===== src/rtl/drum_lod_pipe.sv =====
// Two-stage leading-one detector and DRUM window extractor with valid/ready flow control.
// Stage 1 finds the leading one; stage 2 cuts the K-bit window and the rescale shift.
module drum_lod_pipe #(
    parameter int WIDTH = 16,
    parameter int K     = 6,
    parameter int POS_W = $clog2(WIDTH)
) (
    input  logic             clk,
    input  logic             rst,
    input  logic             in_valid,
    output logic             in_ready,
    input  logic [WIDTH-1:0] in_data,
    output logic             out_valid,
    input  logic             out_ready,
    output logic [POS_W-1:0] out_pos,
    output logic             out_zero,
    output logic [K-1:0]     out_seg,
    output logic [POS_W-1:0] out_shift
);

    logic             s1_valid_q, s1_valid_d;
    logic [WIDTH-1:0] s1_data_q, s1_data_d;
    logic [POS_W-1:0] s1_pos_q, s1_pos_d;
    logic             s1_zero_q, s1_zero_d;

    logic             s2_valid_q, s2_valid_d;
    logic [POS_W-1:0] pos_q, pos_d;
    logic             zero_q, zero_d;
    logic [K-1:0]     seg_q, seg_d;
    logic [POS_W-1:0] shift_q, shift_d;

    logic             s1_adv, s2_adv;
    logic [POS_W-1:0] lod_pos;
    logic             lod_zero;
    logic [K-1:0]     win_seg;
    logic [POS_W-1:0] win_shift;
    logic             force_lsb;
    int               p_int;
    int               sh;

    assign s2_adv    = !s2_valid_q || out_ready;
    assign s1_adv    = !s1_valid_q || s2_adv;
    assign in_ready  = s1_adv && !rst;

    assign out_valid = s2_valid_q;
    assign out_pos   = pos_q;
    assign out_zero  = zero_q;
    assign out_seg   = seg_q;
    assign out_shift = shift_q;

    // Ascending scan: the last set bit seen is the most significant one.
    always_comb begin
        lod_pos = '0;
        for (int i = 0; i < WIDTH; i++) begin
            if (in_data[i]) begin
                lod_pos = POS_W'(i);
            end
        end
        lod_zero = (in_data == '0);
    end

    // Window selection uses constant bit indices per shift value so every select stays in range.
    always_comb begin
        p_int     = int'(s1_pos_q);
        sh        = 0;
        force_lsb = 1'b0;
        if (!s1_zero_q && p_int >= K) begin
            sh        = p_int - K + 1;
            force_lsb = 1'b1;
        end
        win_seg = '0;
        for (int j = 0; j < K; j++) begin
            for (int s = 0; s <= WIDTH - K; s++) begin
                if (sh == s) begin
                    win_seg[j] = s1_data_q[j+s];
                end
            end
        end
        if (force_lsb) begin
            win_seg[0] = 1'b1;
        end
        win_shift = POS_W'(sh);
    end

    always_comb begin
        s1_valid_d = s1_valid_q;
        s1_data_d  = s1_data_q;
        s1_pos_d   = s1_pos_q;
        s1_zero_d  = s1_zero_q;
        if (s1_adv) begin
            s1_valid_d = in_valid;
            if (in_valid) begin
                s1_data_d = in_data;
                s1_pos_d  = lod_pos;
                s1_zero_d = lod_zero;
            end
        end
    end

    always_comb begin
        s2_valid_d = s2_valid_q;
        pos_d      = pos_q;
        zero_d     = zero_q;
        seg_d      = seg_q;
        shift_d    = shift_q;
        if (s2_adv) begin
            s2_valid_d = s1_valid_q;
            if (s1_valid_q) begin
                pos_d   = s1_pos_q;
                zero_d  = s1_zero_q;
                seg_d   = s1_zero_q ? '0 : win_seg;
                shift_d = s1_zero_q ? '0 : win_shift;
            end
        end
    end

    always_ff @(posedge clk or posedge rst) begin
        if (rst) begin
            s1_valid_q <= 1'b0;
            s1_data_q  <= '0;
            s1_pos_q   <= '0;
            s1_zero_q  <= 1'b0;
            s2_valid_q <= 1'b0;
            pos_q      <= '0;
            zero_q     <= 1'b0;
            seg_q      <= '0;
            shift_q    <= '0;
        end else begin
            s1_valid_q <= s1_valid_d;
            s1_data_q  <= s1_data_d;
            s1_pos_q   <= s1_pos_d;
            s1_zero_q  <= s1_zero_d;
            s2_valid_q <= s2_valid_d;
            pos_q      <= pos_d;
            zero_q     <= zero_d;
            seg_q      <= seg_d;
            shift_q    <= shift_d;
        end
    end

endmodule


===== config.mk =====
export PLATFORM = sky130hd
export DESIGN_NAME = drum_lod_pipe
export DESIGN_NICKNAME = d
export VERILOG_FILES = /design/src/rtl/drum_lod_pipe.sv
export SDC_FILE = /design/constraint.sdc
export NUM_CORES = 1
export LEC_CHECK = 0
export ABC_AREA = 1
export CAP_MARGIN = 20
export CORE_MARGIN = 2
export CORE_UTILIZATION = 31
export DETAILED_ROUTE_END_ITERATION = 16
export GPL_ROUTABILITY_DRIVEN = 0
export GPL_TIMING_DRIVEN = 0
export PLACE_DENSITY_LB_ADDON = 0.08
export SLEW_MARGIN = 20
export SYNTH_ARGS = -nofsm -noshare
export SYNTH_HDL_FRONTEND = slang
export SYNTH_SLANG_ARGS = --single-unit

===== constraint.sdc =====
create_clock -name clk -period 2.8 [get_ports clk]
set_clock_uncertainty 0.15 [all_clocks]
set_input_delay 0.42 -clock clk [delete_from_list [all_inputs] [get_ports clk]]
set_output_delay 0.42 -clock clk [all_outputs]
set_load 0.05 [all_outputs]

==> results of run 1 <==
cell type report:
class	instances	area [um^2]
fillers	856	4568
multi-input cells	258	1330
clock buffers	6	82.58
repair buffers	45	447.9
clock inverters	2	12.51
inverters	56	212.7
plain buffers	6	32.53
flip-flops and latches	38	953.4
well taps	102	127.6
kinds of logic (layout without fill, tap and decap cells):
kind of cell             Yosys count  in the layout  synth area share, %
AND/OR/NAND/NOR                  192            192                35.19
buffers and inverters             62            115                9.789
AO/OA/AOI/OAI                     58             58                13.20
flip-flops                        38             38                38.15
adder cells (fa/ha/maj)            5              5                2.510
XOR/XNOR                           2              2               0.7029
multiplexers                       1              1               0.4518
path summary, 6_finish.rpt:
| check | cells after the start | slack (ps) | from | to |
|---|---|---|---|---|
| max | 5 | 150 | rst | in_ready |
| max in group asynchronous | 3 | 1830 | rst | s1_pos_q[2] |
| max reg2reg | 16 | 260 | s1_pos_q[0] | out_seg[2] |
| min in group clk | 2 | 330 | out_seg[1] | out_seg[1] |
| min | 2 | 250 | rst | s1_valid_q |
| min reg2reg | 2 | 330 | out_seg[1] | out_seg[1] |
layer usage:
layer	routed length, um	part of all wire, %	vias up
met1	3231	52	1054
met4	43	0.69	0
met2	2764	44	38
li1	-	-	1257
met3	190	3.0	4
met5	0	0	-
cells in the final DEF, fill, tap and decap left out, types with 2 or more instances in the layout:
master,netlist,final
nand2_1,115,113
inv_1,51,49
clkdlybuf4s50_1,0,36
dfrtp_1,38,36
o21ai_0,31,31
nor2_1,27,24
nand3_1,22,22
a21oi_1,13,13
nand4_1,13,13
buf_4,0,8
clkbuf_8,1,7
clkbuf_1,5,5
inv_2,4,5
nor2_4,4,5
ha_1,5,5
nand3_2,4,4
o21ai_1,4,4
nand2_2,1,3
clkinv_2,1,3
nor2_2,1,3
dfrtp_2,0,2
registers in the layout, indices dropped and copies added, names as in the netlist:
register and flops:
out_pos 4, s1_pos_q 4, s1_zero_q 1, s1_valid_q 1
out_shift 4, out_seg 6, out_valid 1, s1_data_q 16
out_zero 1
worst max-delay path: stages:
cell             delay [ps]
clkdlybuf4s50_1         480
clkinv_2                290
nand2_1                 160
inv_1                    40
clkdlybuf4s50_1         690
report_power, final:
group	internal (mW)	total, mW	switching, mW
Sequential	0.672	0.780	0.108
Combinational	0.414	1.19	0.778
Clock	0.198	0.390	0.192
repair_timing:
| item | CTS | global route |
|---|---|---|
| gates resized for setup | 0 | 12 |
| endpoints found under the setup margin | 0 | 7 |
| setup buffers | 0 | 8 |
metrics by stage:
| stage | worst slack (ps) | cell area, um^2 | hold slack [ps] | utilization [%] | setup TNS [ps] |
|---|---|---|---|---|---|
| floorplan | 495.9 | 2492 | 293.8 | - | 0 |
| CTS | 27.35 | 3103 | 298.7 | 39.95 | 0 |
| global placement | -745.9 | 2980 | 312.5 | 38.37 | -745.9 |
| global route | 0.2438 | 3199 | 274.4 | 41.19 | 0 |
| detailed placement | 40.05 | 3008 | 314.5 | 38.72 | 0 |
| finish | 154.4 | 3199 | 251.1 | 41.19 | 0 |
==> metrics.md, run 1 <==
| Metric | Value |
|---|---|
| Vias in the first global route | `about 2.2k` |
| # IOs | `37` |
| Synthesized cell area | `between 2000 and 2500 um^2` |
| Clock slew at reported path FFs | `about 80 ps` |
| Pwr dens | `738.1 nW/um^2` |
| Initial antenna violation count | `0` |
| Count of input and output buffers | `36` |
| Period utilization | `between 90 and 100%` |
| Antenna diodes | `0` |
| Die H | `93.67 um` |
| CTS tree | `built` |
| Worst Path Max Fanout | `18` |
| Syn nets | `about 380` |
| Routed vias | `~2.4k` |
| Outcome | `complete, no violations` |
| Global-route wire length before repair | `around 10 mm` |
| Initial Util | `between 30% and 40%` |
| Synth unique cells | `35` |
| GR peak layer | `met2` |
| Peak supply drop | `0.2274 mV` |
| Crit path DAT | `between 2000 and 2500 ps` |
| Wirelength, routed | `between 6 and 7 mm` |
| Die area | `just under 9000 um^2` |
| Main synth FF type | `dfrtp_1` |
| Tot Pwr | `between 2 and 2.5 mW` |
| GR Overflow Total | `0` |
| Yosys Warn Count | `0` |
| Largest net degree at the start of global routing | `23` |
| Post-CTS Hold Buffers | `0` |
| GR Util met2 | `24.52%` |
| Total GRT Usage | `between 10% and 20%` |
| CTS Sinks | `38` |
| Most numerous cell in the Yosys netlist | `nand2_1` |
| DRT Pass-1 Iters | `4` |
| Fmax | `between 0.3 and 0.4 GHz` |
| HP Class | `primary input to async pin` |
| Max Root-Sink Buffers | `2` |
| Worst slew pin tran | `approximately 500 ps` |
| Met1 GRT Util | `roughly a fifth` |
| Kind of end point of the critical path | `output port` |
| Cts bufs inserted | `5` |
| Fraction of registers with async set/reset | `100.0%` |
| Top cells by area, synth | `dfrtp_1 38%, nand2_1 17%, inv_1 7.7%` |
| Inst Count DP | `a little under 500` |
| Relative slew slack | `around 67%` |
| Clock Latency Late Sink | `between 200 and 300 ps` |
| Final setup violating endpoints | `0` |
| Leak | `1.528 nW` |
| Post-synth EDFFs | `0` |
| Drt via density | `4.587` |
| Mapped Cells | `approximately 360` |
| CTS H-tree depth | `2` |
| Yosys top cell by area | `dfrtp_1` |
| Most frequent cells after synthesis | `115 x nand2_1, 51 x inv_1, 38 x dfrtp_1` |
| Yosys top cell area share | `between 30% and 40%` |
| CTS root buffer | `clkbuf_8` |
| Slew Limit Fails | `0` |
| Post-synthesis sequential area ratio | `about two fifths` |
| Core box area | `approximately 7800 um^2` |
| Row count | `32` |
| Grt met3 use | `about 2.6%` |
| Layout cell share with drive strength beyond 1 | `about 12%` |
| Unrepaired setup endpoints after global routing | `yes` |
| Max-Cap Viols | `0` |
| CP Launch Type | `primary input` |
| Nets | `between 400 and 500` |
| WL per Instance | `around 12 um` |
| Avg Cell Area, Syn | `between 6 and 7 um^2` |
| Final-report hold violation count | `0` |
| Die Span X | `between 90 and 100 um` |
| Tmin final | `approximately 2600 ps` |
| Final HPWL DP | `approximately 5.1 mm` |
| Detail Route Antenna Nets | `0` |
| Worst path required time | `between 2000 and 2500 ps` |
| P&R area growth vs syn | `28.36%` |
| DR iter-0 viols | `87` |
| Setup CP Type | `primary input to output port` |
| Residual DRC | `0` |
| Final non-filler cell total | `513` |
| FF+latch count, synth | `38` |
No activity file was read; power rests on OpenSTA's default activity.
==> run 2: changes to the inputs <==
--- a/config.mk
+++ b/config.mk
@@ -9,3 +9,2 @@
 export CAP_MARGIN = 20
-export CORE_MARGIN = 2
 export CORE_UTILIZATION = 31
@@ -14,3 +13,2 @@
 export GPL_TIMING_DRIVEN = 0
-export PLACE_DENSITY_LB_ADDON = 0.08
 export SLEW_MARGIN = 20
==> constraint.sdc (replaced) <==
create_clock -name clk -period 2.8 [get_ports clk]
set_clock_uncertainty 0.15 [all_clocks]
set_input_delay 0.84 -clock clk [delete_from_list [all_inputs] [get_ports clk]]
set_output_delay 0.84 -clock clk [all_outputs]
set_load 0.05 [all_outputs]
==> run 2 against run 1 <==
- clock-buffer cell count unchanged
- maximum frequency down 2.8%
- combinational power about the same
- worst hold slack better by 80 ps
- clock power up 24%
- worst setup slack worse by 75 ps
- cell area down 1.0%
- total power up 3.0%
- non-clock buffer count down 5
- via count up 2.9%
- register-to-register slack worse by 60 ps
- sequential share of layout area up 0.31 points
- critical path type unchanged
- largest cell class unchanged
- largest power group unchanged
==> metrics.md, run 2 (synthesized netlist as in run 1, its figures left out) <==
| Metric | Value |
|---|---|
| Outcome | `complete, no violations` |
| Kind of end point of the critical path | `output port` |
| P&R area growth vs syn | `27.06%` |
| Unrepaired setup endpoints after global routing | `yes` |
| Count of input and output buffers | `36 (unchanged)` |
| Final HPWL DP | `4.669 mm (-7.7%)` |
| Die H | `91.67 um (-2.1%)` |
| Max Root-Sink Buffers | `2 (unchanged)` |
| Residual DRC | `0 (unchanged)` |
| Initial antenna violation count | `0 (unchanged)` |
| Nets | `432 (-0.69%)` |
| Reg2reg end | `out_seg[4]` |
| Layout cell share with drive strength beyond 1 | `11.06% (-1.4 points)` |
| Reg2Reg Setup Slack | `200 ps (-60 ps)` |
| Top reg by flops | `s1_data_q` |
| Initial Util | `32.09% (unchanged)` |
| Global-route wire length before repair | `10.45 mm (-0.20%)` |
| Worst slew pin tran | `923.6 ps (+425.7 ps)` |
| Clock Latency Late Sink | `300 ps (about the same)` |
| Setup WS pre-CTS | `-1274 ps (-1314 ps)` |
| Core box area | `7767 um^2 (unchanged)` |
| Worst path most repeated cell | `inv_1` |
| Die area | `8402 um^2 (-4.2%)` |
| Fill count | `840 (-1.9%)` |
| HP Class | `register to register` |
| Antenna diodes | `0 (unchanged)` |
| Fmax | `0.3675 GHz (-2.8%)` |
| # IOs | `37 (unchanged)` |
| Final-report hold violation count | `0 (unchanged)` |
| Multi-input gate area | `1325 um^2 (-0.38%)` |
| Wirelength, routed | `6.216 mm (-0.22%)` |
| Die Span X | `91.67 um (-2.1%)` |
| Worst Path Max Fanout | `3 (-15)` |
| Tmin final | `2721 ps (+75.29 ps)` |
| Hold wc startpoint | `out_seg[3]` |
| Detail Route Antenna Nets | `0 (unchanged)` |
| Total GRT Usage | `15.69% (+0.56 points)` |
| CTS H-tree depth | `2 (unchanged)` |
| Worst reg2reg startpoint | `s1_pos_q[2]` |
| Leak | `1.507 nW (-1.4%)` |
| Crit path DAT | `1730 ps (-350 ps)` |
| CTS tree | `built` |
| Clock slew at reported path FFs | `70 ps (about the same)` |
| Beginning of the critical path | `out_ready` |
| WL per Instance | `12.21 um (+0.56%)` |
| Post-Place Cell Area | `2984 um^2 (-0.79%)` |
| Slew Limit Fails | `0 (unchanged)` |
| Setup TNS | `0 ps (unchanged)` |
| CP cell instances | `clkdlybuf4s50_1 > inv_1 > nand3_1 > nand2_1 > inv_1 > buf_6` |
| Max reg flops | `16 (unchanged)` |
| CTS Sinks | `38 (unchanged)` |
| Setup CP Type | `primary input to output port` |
| Final Cell Area | `3167 um^2 (-1.0%)` |
| Setup ws final | `79.10 ps (-75.29 ps)` |
| Row count | `32 (unchanged)` |
| Worst path required time | `1810 ps (-420 ps)` |
| Slowest CP cell | `clkdlybuf4s50_1` |
| Worst reg-to-reg path cell count | `18 (+2)` |
| Routed vias | `2421 (+2.9%)` |
| Vias in the first global route | `2219 (+0.45%)` |
| Final setup violating endpoints | `0 (unchanged)` |
| Commonest cells after routing, fill and taps aside | `114 x nand2_1, 50 x inv_1, 36 x dfrtp_1` |
| Cts bufs inserted | `5 (unchanged)` |
| Peak supply drop | `0.2468 mV (+8.6%)` |
| Crit path capture | `in_ready` |
| Reg area | `953.4 um^2 (unchanged)` |
| Period utilization | `97.18% (+2.7 points)` |
| CP Launch Type | `primary input` |
| Relative slew slack | `38.09% (-29 points)` |
| Pwr dens | `768.1 nW/um^2 (+4.1%)` |
| Largest net degree at the start of global routing | `20 (-13%)` |
| DRT Pass-1 Iters | `4 (unchanged)` |
| CTS root buffer | `clkbuf_8` |
| Drt via density | `4.756 (+3.7%)` |
| GR Overflow Total | `0 (unchanged)` |
| Worst path max stage delay | `460 ps (-230 ps)` |
| Commonest non-fill, non-tap cell in the layout | `nand2_1` |
| Max-Cap Viols | `0 (unchanged)` |
| Tot Pwr | `2.433 mW (+3.0%)` |
| DR iter-0 viols | `130 (+49%)` |
[run 2: changes by cell type in the layout (fill, tap and decap cells not counted), moves of 2 or more]
cell / delta
buf_4: -4
clkdlybuf4s50_1: -2
clkinv_2: -2
clkinvlp_2: +2
[run 2: power breakdown]
group	switching [mW]	internal [mW]	leakage, nW	total (mW)
clock	0.199	0.285	0.0573	0.484
sequential	0.107	0.672	0.460	0.779
combinational	0.773	0.396	0.989	1.17
[run 2: metal layers]
metal | global-route usage [%] | routed length [um] | vias up
met3 | 2.653 | 235 | 9
met2 | 23.93 | 2832 | 52
li1 | - | - | 1259
met1 | 22.19 | 3060 | 1101
met5 | 0 | 0 | -
met4 | 5.820 | 88 | 0
[run 2: area by class of cell]
class                   count  share of cell area, %
plain buffers               6                  1.027
flip-flops and latches     38                  30.11
well taps                 102                  4.030
clock inverters             1                 0.9482
inverters                  56                  6.796
clock buffers               6                  2.608
multi-input cells         258                  41.84
repair buffers             40                  12.33
repair inverters            2                 0.3161
[run 2: what timing repair did]
action                                  CTS  global route
gates resized for setup                   7            10
pin swaps                                 0             1
endpoints found under the setup margin    1             7
hold buffers                              0             0
buffers inserted                          1             3
gates cloned                              2             0
[run 2: worst min path at each step]
stage	depth (start not counted)	end	slack, ps
final	2	out_seg[3]	330
after floorplan	2	s1_data_q[15]	290
after global routing	2	s1_data_q[0]	350
after CTS	2	out_seg[3]	340
after detailed placement	2	out_seg[3]	320
after global placement	2	out_seg[0]	320
[run 2: critical path, delay by kind of cell]
kind          cells  cell delay (ps)
simple gates      2              170
buf+inv           4              720
[run 2: through the flow]
stage	utilization, %	hold slack (ps)	cells
detailed placement	38.42	319.3	496
global placement	38.42	317.9	496
floorplan	-	293.8	358
CTS	40.05	340.3	506
finish	40.77	330.6	509
global route	40.77	348.7	509
